**src/rtl/adc16dv160_pkg.sv**
```systemverilog
// Shared definitions for the ADC16DV160 capture path: sequencer state encoding
// and default sizing of the packet counters and acknowledge timeout.
package adc16dv160_pkg;

  localparam int DEFAULT_CNT_W       = 16;
  localparam int DEFAULT_ACK_TIMEOUT = 16;

  typedef enum logic [2:0] {
    ST_IDLE      = 3'd0,
    ST_WAIT_TRIG = 3'd1,
    ST_ISSUE     = 3'd2,
    ST_WAIT_ACK  = 3'd3,
    ST_WAIT_DONE = 3'd4,
    ST_GAP       = 3'd5
  } seq_state_e;

endpackage

```
**src/rtl/adc16dv160_trig_edge.sv**
```systemverilog
// External trigger register plus rising-edge detector; trig_in is already
// synchronous to aclk, so a single stage is enough to find the edge.
module adc16dv160_trig_edge (
  input  logic aclk,
  input  logic areset,
  input  logic trig_in,
  output logic trig_rise
);

  logic trig_q;

  always_ff @(posedge aclk) begin
    if (areset) begin
      trig_q <= 1'b0;
    end else begin
      trig_q <= trig_in;
    end
  end

  assign trig_rise = trig_in & ~trig_q;

endmodule

```
**src/rtl/adc16dv160_capture_sequencer.sv**
```systemverilog
// Acquisition controller: issues start pulses to the packet receiver and uses its
// sr_pc idle flag as acknowledge and completion, with optional trigger and gap.
module adc16dv160_capture_sequencer
  import adc16dv160_pkg::*;
#(
  parameter int CNT_W       = DEFAULT_CNT_W,
  parameter int ACK_TIMEOUT = DEFAULT_ACK_TIMEOUT
) (
  input  logic             aclk,
  input  logic             areset,
  input  logic [31:0]      cfg_dsize,
  input  logic [CNT_W-1:0] cfg_npackets,
  input  logic [CNT_W-1:0] cfg_gap,
  input  logic             cfg_test,
  input  logic             cfg_ext_trig,
  input  logic             cmd_start,
  input  logic             cmd_stop,
  input  logic             trig_in,
  input  logic             rx_sr_pc,
  output logic             rx_start,
  output logic [31:0]      rx_dsize,
  output logic             rx_test,
  output logic             busy,
  output logic             done,
  output logic             timeout_err,
  output logic [CNT_W-1:0] pkt_count
);

  localparam logic [2:0] S_IDLE      = 3'(ST_IDLE);
  localparam logic [2:0] S_WAIT_TRIG = 3'(ST_WAIT_TRIG);
  localparam logic [2:0] S_ISSUE     = 3'(ST_ISSUE);
  localparam logic [2:0] S_WAIT_ACK  = 3'(ST_WAIT_ACK);
  localparam logic [2:0] S_WAIT_DONE = 3'(ST_WAIT_DONE);
  localparam logic [2:0] S_GAP       = 3'(ST_GAP);

  localparam int               ACK_W    = (ACK_TIMEOUT > 1) ? $clog2(ACK_TIMEOUT) : 1;
  localparam logic [ACK_W-1:0] ACK_LAST = ACK_W'(ACK_TIMEOUT - 1);

  logic [2:0]       state_q;
  logic [2:0]       state_d;
  logic [CNT_W-1:0] npk_q;
  logic [CNT_W-1:0] gap_q;
  logic [CNT_W-1:0] gap_cnt;
  logic [CNT_W-1:0] pkt_next;
  logic [ACK_W-1:0] ack_cnt;
  logic             ext_q;
  logic             stop_pend;
  logic             trig_rise;
  logic             ack_last;

  logic go_issue;
  logic issue;
  logic finish;
  logic accept;
  logic timeout_set;
  logic stop_set;
  logic pkt_inc;
  logic gap_load;

  adc16dv160_trig_edge u_trig_edge (
    .aclk      (aclk),
    .areset    (areset),
    .trig_in   (trig_in),
    .trig_rise (trig_rise)
  );

  assign pkt_next = pkt_count + CNT_W'(1);
  assign ack_last = (ack_cnt == ACK_LAST);

  // Entering ISSUE while the receiver is already idle fires the start straight
  // away, so start/trigger/gap latencies are one cycle shorter than a visit.
  always_comb begin
    state_d     = state_q;
    go_issue    = 1'b0;
    issue       = 1'b0;
    finish      = 1'b0;
    accept      = 1'b0;
    timeout_set = 1'b0;
    stop_set    = 1'b0;
    pkt_inc     = 1'b0;
    gap_load    = 1'b0;

    case (state_q)
      S_IDLE: begin
        if (cmd_start && !cmd_stop && (cfg_dsize != 32'd0)) begin
          accept = 1'b1;
          if (cfg_ext_trig) begin
            state_d = S_WAIT_TRIG;
          end else begin
            go_issue = 1'b1;
          end
        end
      end
      S_WAIT_TRIG: begin
        if (cmd_stop) begin
          finish  = 1'b1;
          state_d = S_IDLE;
        end else if (trig_rise) begin
          go_issue = 1'b1;
        end
      end
      S_ISSUE: begin
        if (cmd_stop) begin
          finish  = 1'b1;
          state_d = S_IDLE;
        end else begin
          go_issue = 1'b1;
        end
      end
      S_WAIT_ACK: begin
        stop_set = cmd_stop;
        if (!rx_sr_pc) begin
          state_d = S_WAIT_DONE;
        end else if (ack_last) begin
          timeout_set = 1'b1;
          finish      = 1'b1;
          state_d     = S_IDLE;
        end
      end
      S_WAIT_DONE: begin
        stop_set = cmd_stop;
        if (rx_sr_pc) begin
          pkt_inc = 1'b1;
          if (((npk_q != '0) && (pkt_next == npk_q)) || stop_pend || cmd_stop) begin
            finish  = 1'b1;
            state_d = S_IDLE;
          end else if (gap_q != '0) begin
            gap_load = 1'b1;
            state_d  = S_GAP;
          end else if (ext_q) begin
            state_d = S_WAIT_TRIG;
          end else begin
            go_issue = 1'b1;
          end
        end
      end
      S_GAP: begin
        if (cmd_stop) begin
          finish  = 1'b1;
          state_d = S_IDLE;
        end else if (gap_cnt == CNT_W'(1)) begin
          if (ext_q) begin
            state_d = S_WAIT_TRIG;
          end else begin
            go_issue = 1'b1;
          end
        end
      end
      default: begin
        state_d = S_IDLE;
      end
    endcase

    if (go_issue) begin
      if (rx_sr_pc) begin
        issue   = 1'b1;
        state_d = S_WAIT_ACK;
      end else begin
        state_d = S_ISSUE;
      end
    end
  end

  // Every output is a register; stop_pend is cleared last so a stop arriving on
  // the completing cycle cannot leak into the next acquisition.
  always_ff @(posedge aclk) begin
    if (areset) begin
      state_q     <= S_IDLE;
      rx_start    <= 1'b0;
      rx_dsize    <= 32'd0;
      rx_test     <= 1'b0;
      busy        <= 1'b0;
      done        <= 1'b0;
      timeout_err <= 1'b0;
      pkt_count   <= '0;
      npk_q       <= '0;
      gap_q       <= '0;
      gap_cnt     <= '0;
      ext_q       <= 1'b0;
      stop_pend   <= 1'b0;
      ack_cnt     <= '0;
    end else begin
      state_q  <= state_d;
      rx_start <= issue;
      done     <= finish;
      busy     <= (state_d != S_IDLE);

      if (accept) begin
        rx_dsize    <= cfg_dsize;
        rx_test     <= cfg_test;
        npk_q       <= cfg_npackets;
        gap_q       <= cfg_gap;
        ext_q       <= cfg_ext_trig;
        pkt_count   <= '0;
        timeout_err <= 1'b0;
        stop_pend   <= 1'b0;
      end

      if (timeout_set) begin
        timeout_err <= 1'b1;
      end
      if (stop_set) begin
        stop_pend <= 1'b1;
      end
      if (finish) begin
        stop_pend <= 1'b0;
      end
      if (pkt_inc) begin
        pkt_count <= pkt_next;
      end

      if (gap_load) begin
        gap_cnt <= gap_q;
      end else if (state_q == S_GAP) begin
        gap_cnt <= gap_cnt - CNT_W'(1);
      end

      if (issue) begin
        ack_cnt <= '0;
      end else if (state_q == S_WAIT_ACK) begin
        ack_cnt <= ack_cnt + ACK_W'(1);
      end
    end
  end

endmodule

```
**config.mk**
```make
export PLATFORM = sky130hd
export DESIGN_NAME = adc16dv160_capture_sequencer
export DESIGN_NICKNAME = d
export VERILOG_FILES = /design/src/rtl/adc16dv160_pkg.sv /design/src/rtl/adc16dv160_trig_edge.sv /design/src/rtl/adc16dv160_capture_sequencer.sv
export SDC_FILE = /design/constraint.sdc
export NUM_CORES = 1
export LEC_CHECK = 0
export CELL_PAD_IN_SITES_DETAIL_PLACEMENT = 2
export CELL_PAD_IN_SITES_GLOBAL_PLACEMENT = 2
export CORE_ASPECT_RATIO = 0.6
export CORE_UTILIZATION = 31
export CTS_BUF_LIST = sky130_fd_sc_hd__clkbuf_2 sky130_fd_sc_hd__clkbuf_4 sky130_fd_sc_hd__clkbuf_8
export DETAILED_ROUTE_END_ITERATION = 10
export PLACE_DENSITY_LB_ADDON = 0.1
export SLEW_MARGIN = 20
export SYNTH_ARGS = -nofsm -noshare
export SYNTH_HDL_FRONTEND = slang
export SYNTH_SLANG_ARGS = --single-unit
```
**constraint.sdc**
```tcl
create_clock -name aclk -period 2.9 [get_ports aclk]
set_input_delay 0.725 -clock aclk [delete_from_list [all_inputs] [get_ports aclk]]
set_output_delay 0.725 -clock aclk [all_outputs]
set_load 0.1 [all_outputs]
```
==> Word level (Yosys, flattened, before mapping) <==
Index checks and enable logic that the tools add are counted.
{ "word_totals": {"reg_bits": 111, "output_inout_bits": 53, "wordCells": 98} }
{ "classes": {"add_sub_neg": 3, "eq_ne": 8, "n_mux": 50, "n_bitwise": 2, "n_reduce_logical": 20} }
{ "op_table": {"columns": ["operator", "count"], "rows": [
  ["$mux W16", 4],
  ["$mux W3", 12],
  ["$reduce_bool A16 Y1", 2],
  ["$reduce_bool A32 Y1", 1],
  ["$mux W1", 31],
  ["$add A16 B1 Y16 const B", 1],
  ["$eq A16 B1 Y1 const B", 1],
  ["$eq A16 B16 Y1", 1],
  ["$sub A16 B1 Y16 const B", 1],
  ["$pmux W3 S5", 1],
  ["$reduce_bool A2 Y1", 4],
  ["$reduce_or A2 Y1", 4],
  ["$eq A3 B2 Y1 const B", 2],
  ["$eq A3 B3 Y1 const B", 2],
  ["$pmux W1 S5", 1],
  ["$add A4 B1 Y4 const B", 1],
  ["$eq A4 B4 Y1 const B", 1],
  ["$eq A3 B1 Y1 const B", 1],
  ["$logic_and A1 B1 Y1", 3],
  ["$logic_not A3 Y1", 1],
  ["$pmux W1 S3", 1],
  ["$reduce_bool A3 Y1", 1],
  ["$reduce_or A3 Y1", 1],
  ["$logic_or A1 B1 Y1", 2],
  ["3 further kinds", 3]
]} }

==> Longest topological paths before layout <==
{ "logic_depth": {"word_depth": 10, "ltp_mapped": 10, "ltp_nobuf": 8} }

==> Modules after synthesis <==
A second synthesis with hierarchy kept.
{ "hier_totals": {"hier_cells": 598, "hier_area_um2": 5223.8} }
{ "modules_own_cells": {"columns": ["mod", "instances", "cells_per_inst", "area_per_inst_um2"], "rows": [
  ["adc16dv160_capture_sequencer", 1, 595, 5176.2],
  ["adc16dv160_trig_edge", 1, 3, 47.5]
]} }

==> Worst setup path after synthesis <==
OpenSTA, ideal clock, no wires.
{ "synth_timing": {"path_type": "register -> register", "from": "register pkt_count[0]", "to": "register gap_cnt[10]", "setup_time_ns": 0.132, "t_arrival_ns": 3.142, "setup_slack_ns": -0.373, "path_stages_with_launch": 11, "period_less_slack_ns": 3.273, "cell_sequence": "dfxtp_1 -> ha_1 -> nand3_1 -> nor3_2 -> mux2i_1 -> nor4_1 -> o2111ai_2 -> buf_2 -> buf_2 -> a21oi_1 -> nor3_1"} }
{ "synth_via": {"elab_chain_len": 9} }
{ "synth_lines": {"columns": ["element", "line", "source"], "rows": [
  ["start: declaration", "adc16dv160_capture_sequencer.sv:26", "output logic [CNT_W-1:0] pkt_count"],
  ["start signal: assignment", "adc16dv160_capture_sequencer.sv:209", "pkt_count <= pkt_next;"],
  ["$add A16 B1 Y16 (*)", "adc16dv160_capture_sequencer.sv:67", "assign pkt_next = pkt_count + CNT_W'(1);"],
  ["$eq A16 B16 Y1 (*)", "adc16dv160_capture_sequencer.sv:124", "if (((npk_q != '0) && (pkt_next == npk_q)) || stop_pend || cmd_stop) begin"],
  ["$logic_and A1 B1 Y1 (*)", "adc16dv160_capture_sequencer.sv:124", null],
  ["$logic_or A1 B1 Y1 (*) (2 in a row)", "adc16dv160_capture_sequencer.sv:124", null],
  ["$mux W1 (*)", "adc16dv160_capture_sequencer.sv:124", null],
  ["$mux W1 (*)", "adc16dv160_capture_sequencer.sv:122", "if (rx_sr_pc) begin"],
  ["$mux W1 (*)", "adc16dv160_capture_sequencer.sv:83", "case (state_q)"],
  ["$mux W16 or $reduce_bool A2 Y1 (tied branches)", null, null],
  ["end signal: assignment", "adc16dv160_capture_sequencer.sv:213", "gap_cnt <= gap_q;"],
  ["end signal: assignment", "adc16dv160_capture_sequencer.sv:215", "gap_cnt <= gap_cnt - CNT_W'(1);"],
  ["end: declaration", "adc16dv160_capture_sequencer.sv:43", "logic [CNT_W-1:0] gap_cnt;"]
]} }
Every way passes the cells marked *; elsewhere a longest branch is shown, timed or not.
A chain may end at the register's enable or synchronous reset.

==> Final worst setup path <==
{ "layout_timing": {"from": "register gap_cnt[6]", "to": "register busy"} }
{ "layout_via": {"elab_chain_len": 6} }
{ "layout_lines": {"columns": ["element", "line", "source"], "rows": [
  ["$eq A16 B1 Y1 (*)", "adc16dv160_capture_sequencer.sv:141", "end else if (gap_cnt == CNT_W'(1)) begin"],
  ["$mux W3 or $mux W1 (tied branches)", "adc16dv160_capture_sequencer.sv:141", null],
  ["$mux W3 or $mux W1 (tied branches)", "adc16dv160_capture_sequencer.sv:138", "if (cmd_stop) begin"],
  ["$pmux W3 S5 or $pmux W1 S5 (tied branches)", "adc16dv160_capture_sequencer.sv:83", null],
  ["$mux W3 (*)", "adc16dv160_capture_sequencer.sv:154", "if (go_issue) begin"],
  ["$reduce_bool A3 Y1 (*)", "adc16dv160_capture_sequencer.sv:186", "busy <= (state_d != S_IDLE);"],
  ["end signal: assignment", "adc16dv160_capture_sequencer.sv:186", null],
  ["end: declaration", "adc16dv160_capture_sequencer.sv:23", "output logic busy,"]
]} }
Marks and branches as above.

==> impl_summary.log <==
[metrics] Initial Util: 32.4%
[metrics] Pins Over Slew Limit: 0
[metrics] final-report setup violation count: 0
[metrics] number of enable-type register cells in the synthesized netlist: 0
[metrics] later-pin clock latency in the skew report: 0.40 ns
[metrics] hold slack: 0.516 ns
[metrics] crit share post-route: 95.7%
[metrics] Cell Rows: 36
[metrics] maximum buffer depth of the clock tree: 2
[metrics] number of port buffers: 124
[metrics] adder-cell share of the synthesized area: 0.929%
[metrics] drt initial violations: 189
[metrics] achievable frequency: 360 MHz
[metrics] Worst Max-Slew Pin Slew: 0.638 ns
[metrics] WL met2: 8420 um
[metrics] post-layout minimum cycle time: 2.78 ns
[metrics] Core Region: 16,600 um2
[metrics] global-route wire length before repair: 29,500 um
[metrics] power density normalized to cell area: 461 nW/um2
[metrics] final WL: 18,200 um
[metrics] launching element type of the critical path: register
[metrics] layout cells sized above 1: 18.8%
[metrics] length of routed met3 wiring: 727 um
[metrics] maximum number of pins on one net before global-route repair: 48
[metrics] fraction of registers with async set or reset after synthesis: 0%
[metrics] cell types occupying the most area after synthesis: sky130_fd_sc_hd__dfxtp_1, sky130_fd_sc_hd__mux2i_1, sky130_fd_sc_hd__nor2_1
[metrics] path class of the lowest-slack min-delay path: reg -> reg
[metrics] via count of the first global-routing pass: 5,442
[metrics] number of distinct standard cells referenced by the synthesized netlist: 63
[metrics] overall die width: 172 um
[metrics] endpoint kind of the worst setup timing path: register
[metrics] multiplexer area fraction after synthesis: 12.8%
[metrics] placer congestion estimate: 0.811
[metrics] H-tree level count: 3
[metrics] antenna violations before repair: 0
[metrics] hpwl dp: 14,000 um
[metrics] number of top-level design ports: 125
[metrics] syn nets: 686
[metrics] die extent in y: 104 um
[metrics] Simple-Gate Fraction of Synth Area: 22.9%
[metrics] storage element area: 2240 um2
[metrics] final layout net count: 809
[metrics] post-DR wirelength/cell: 18.8 um
[metrics] dominant combinational cell family by area after synthesis: simple AND/OR/NAND/NOR gates
[metrics] drt first pass iters: 4
[metrics] diodes inserted: 0
[metrics] total congestion overflow: 0
[metrics] number of max-cap violations: 0
[metrics] number of fill cells: 1,815
[metrics] average instance area after synthesis: 8.83 um2
[metrics] maximum VDD drop: 0.264 mV
[metrics] overall power after layout: 3310 uW
[metrics] clock-pin slew on the worst setup and hold paths: 0.11 ns
[metrics] main flop type after synthesis: sky130_fd_sc_hd__dfxtp_1
[metrics] run status: finished, final reports clean
[metrics] CTS tree: yes
[metrics] CTS sink count: 111
[metrics] multi-input gate area in the final layout: 3020 um2
[metrics] Synth Area in Compound Gates: 11.4%
[metrics] netlist area before placement: 5390 um2
[metrics] data arrival time at the worst-slack endpoint: 3.05 ns
[metrics] setup_tns: 0 ns
[metrics] CP Max Fanout: 6
[metrics] Area Overhead vs Synth: 33.4%
[metrics] CTS Buf Count: 9
[metrics] cell count after synthesis: 610
[metrics] count of final hold-check violations: 0
[metrics] Max Clock Skew: 0.0120 ns
[metrics] root buffer selected by CTS: sky130_fd_sc_hd__clkbuf_8
[metrics] area share of the leading cell type in the synthesized netlist: 41.3%
[metrics] DIE AREA: 17,900 um2
[metrics] number of synthesis warnings: 0
[metrics] DR vias: 4,950
[metrics] critical path required time: 3.17 ns
[metrics] postcts setup bufs: 0
[metrics] wire length the detailed router placed on met1: 8900 um
[metrics] leading area contributor after synthesis: sky130_fd_sc_hd__dfxtp_1
[metrics] final routed DRC violation total: 0
[metrics] Seq cells post-synth: 111
[metrics] xor and xnor fraction of the mapped netlist area: 6.50%
[metrics] sequential share of the synthesized area: 41.3%
[metrics] Vias/cell: 5.12
[metrics] setup repair after global routing missed its margin: false
[metrics] GR Util All Layers: 21.1%
[metrics] antenna-violating nets left: 0
[metrics] placed standard-cell area: 6940 um2
[metrics] classification of the worst setup path: reg -> reg
[metrics] top layer reached by signal wires: met4
[metrics] Leak: 0.00315 uW
[metrics] final standard cell area without fillers: 7180 um2
[metrics] max-slew headroom at the worst pin: 57.3%
through the flow:
step | utilization, % | std cells | setup slack, ns
after CTS | 43.0 | 966 | 0.0764
final | 43.2 | 966 | 0.125
after global placement | 41.8 | 950 | -0.0759
after detailed placement | 41.8 | 950 | -0.129
after floorplan | - | 610 | 0.0180
after global routing | 43.2 | 966 | 0.00709
area by class of cell:
type | count | share of cell area, %
Clock buffer | 10 | 1.83
Clock inverter | 6 | 0.714
Inverter | 13 | 0.679
Multi-Input combinational cell | 443 | 42.0
Sequential cell | 111 | 31.2
Tap cell | 228 | 3.97
Timing Repair Buffer | 155 | 19.7
placed cells by master (no fill, tap or decap), types with 10 or more instances in the layout:
| cell type | Yosys | layout |
|---|---|---|
| sky130_fd_sc_hd__a21oi_1 | 38 | 38 |
| sky130_fd_sc_hd__buf_4 | 1 | 79 |
| sky130_fd_sc_hd__clkdlybuf4s50_1 | 0 | 70 |
| sky130_fd_sc_hd__dfxtp_1 | 111 | 98 |
| sky130_fd_sc_hd__dfxtp_2 | 0 | 13 |
| sky130_fd_sc_hd__inv_1 | 11 | 11 |
| sky130_fd_sc_hd__mux2i_1 | 69 | 69 |
| sky130_fd_sc_hd__nand2_1 | 24 | 24 |
| sky130_fd_sc_hd__nand3_1 | 11 | 10 |
| sky130_fd_sc_hd__nor2_1 | 102 | 102 |
| sky130_fd_sc_hd__nor3_1 | 33 | 33 |
| sky130_fd_sc_hd__nor4_1 | 20 | 19 |
| sky130_fd_sc_hd__o21ai_0 | 13 | 13 |
| sky130_fd_sc_hd__xnor2_1 | 30 | 30 |
| sky130_fd_sc_hd__xor2_1 | 10 | 10 |
metal layers:
metal | track usage, % | up-vias
met4 | 4.36 | 0
met5 | 0 | -
met2 | 34.4 | 81
li1 | - | 2406
met1 | 28.2 | 2452
met3 | 4.68 | 11
worst paths after layout:
path,startpoint,to,slack [ns],depth (start not counted)
worst min-delay path,rx_dsize[19],rx_dsize[19],0.52,2
worst min register to register,rx_dsize[19],rx_dsize[19],0.52,2
worst max register to register,gap_cnt[6],busy,0.12,7
worst max-delay path,gap_cnt[6],busy,0.12,7
synth_stat cells (3+ instances only):
master,instances
sky130_fd_sc_hd__a211oi_2,4
sky130_fd_sc_hd__a21oi_1,38
sky130_fd_sc_hd__and2_1,3
sky130_fd_sc_hd__and3_1,9
sky130_fd_sc_hd__buf_2,8
sky130_fd_sc_hd__clkbuf_1,32
sky130_fd_sc_hd__dfxtp_1,111
sky130_fd_sc_hd__ha_1,4
sky130_fd_sc_hd__inv_1,11
sky130_fd_sc_hd__mux2i_1,69
sky130_fd_sc_hd__nand2_1,24
sky130_fd_sc_hd__nand3_1,11
sky130_fd_sc_hd__nand4_1,9
sky130_fd_sc_hd__nor2_1,102
sky130_fd_sc_hd__nor3_1,33
sky130_fd_sc_hd__nor4_1,20
sky130_fd_sc_hd__nor4_2,4
sky130_fd_sc_hd__o21ai_0,13
sky130_fd_sc_hd__o21ai_1,6
sky130_fd_sc_hd__o31a_1,3
sky130_fd_sc_hd__or3_1,6
sky130_fd_sc_hd__xnor2_1,30
sky130_fd_sc_hd__xor2_1,10
flip-flops by register name, indices dropped and copies added (netlist names):
register and count:
ack_cnt 4, busy 1, done 1, ext_q 1, gap_cnt 16, gap_q 16
npk_q 16, pkt_count 16, rx_dsize 32, rx_start 1, rx_test 1, state_q 3
stop_pend 1, timeout_err 1, u_trig_edge.trig_q 1
where the power goes:
group,total (uW),switching (uW),leakage (uW),internal [uW]
registers,1640,53.9,0.000909,1590
clock network,928,592,0.0000913,336
logic,741,459,0.00215,282
repair_timing:
action,in CTS,in global routing
hold buffers,0,0
gates resized for setup,3,6
pin swaps,0,2
setup endpoints to repair,4,5
worst max-delay path: stages, from the launching register on:
cell	delay, ns
sky130_fd_sc_hd__dfxtp_1	0.39
sky130_fd_sc_hd__or4_4	0.59
sky130_fd_sc_hd__or4_1	0.58
sky130_fd_sc_hd__o311ai_1	0.37
sky130_fd_sc_hd__o21ai_0	0.16
sky130_fd_sc_hd__a22o_1	0.20
sky130_fd_sc_hd__a21oi_1	0.26
sky130_fd_sc_hd__o32ai_2	0.11
kinds of logic (layout without fill, tap and decap cells):
kind of cell	Yosys count	after routing
fa+ha+maj	4	4
simple gates	240	240
xor+xnor	40	40
mux	69	69
buf+inv	56	184
flops	111	111
compound gates	90	90
Note: power is estimated with default switching activity, not from simulation.
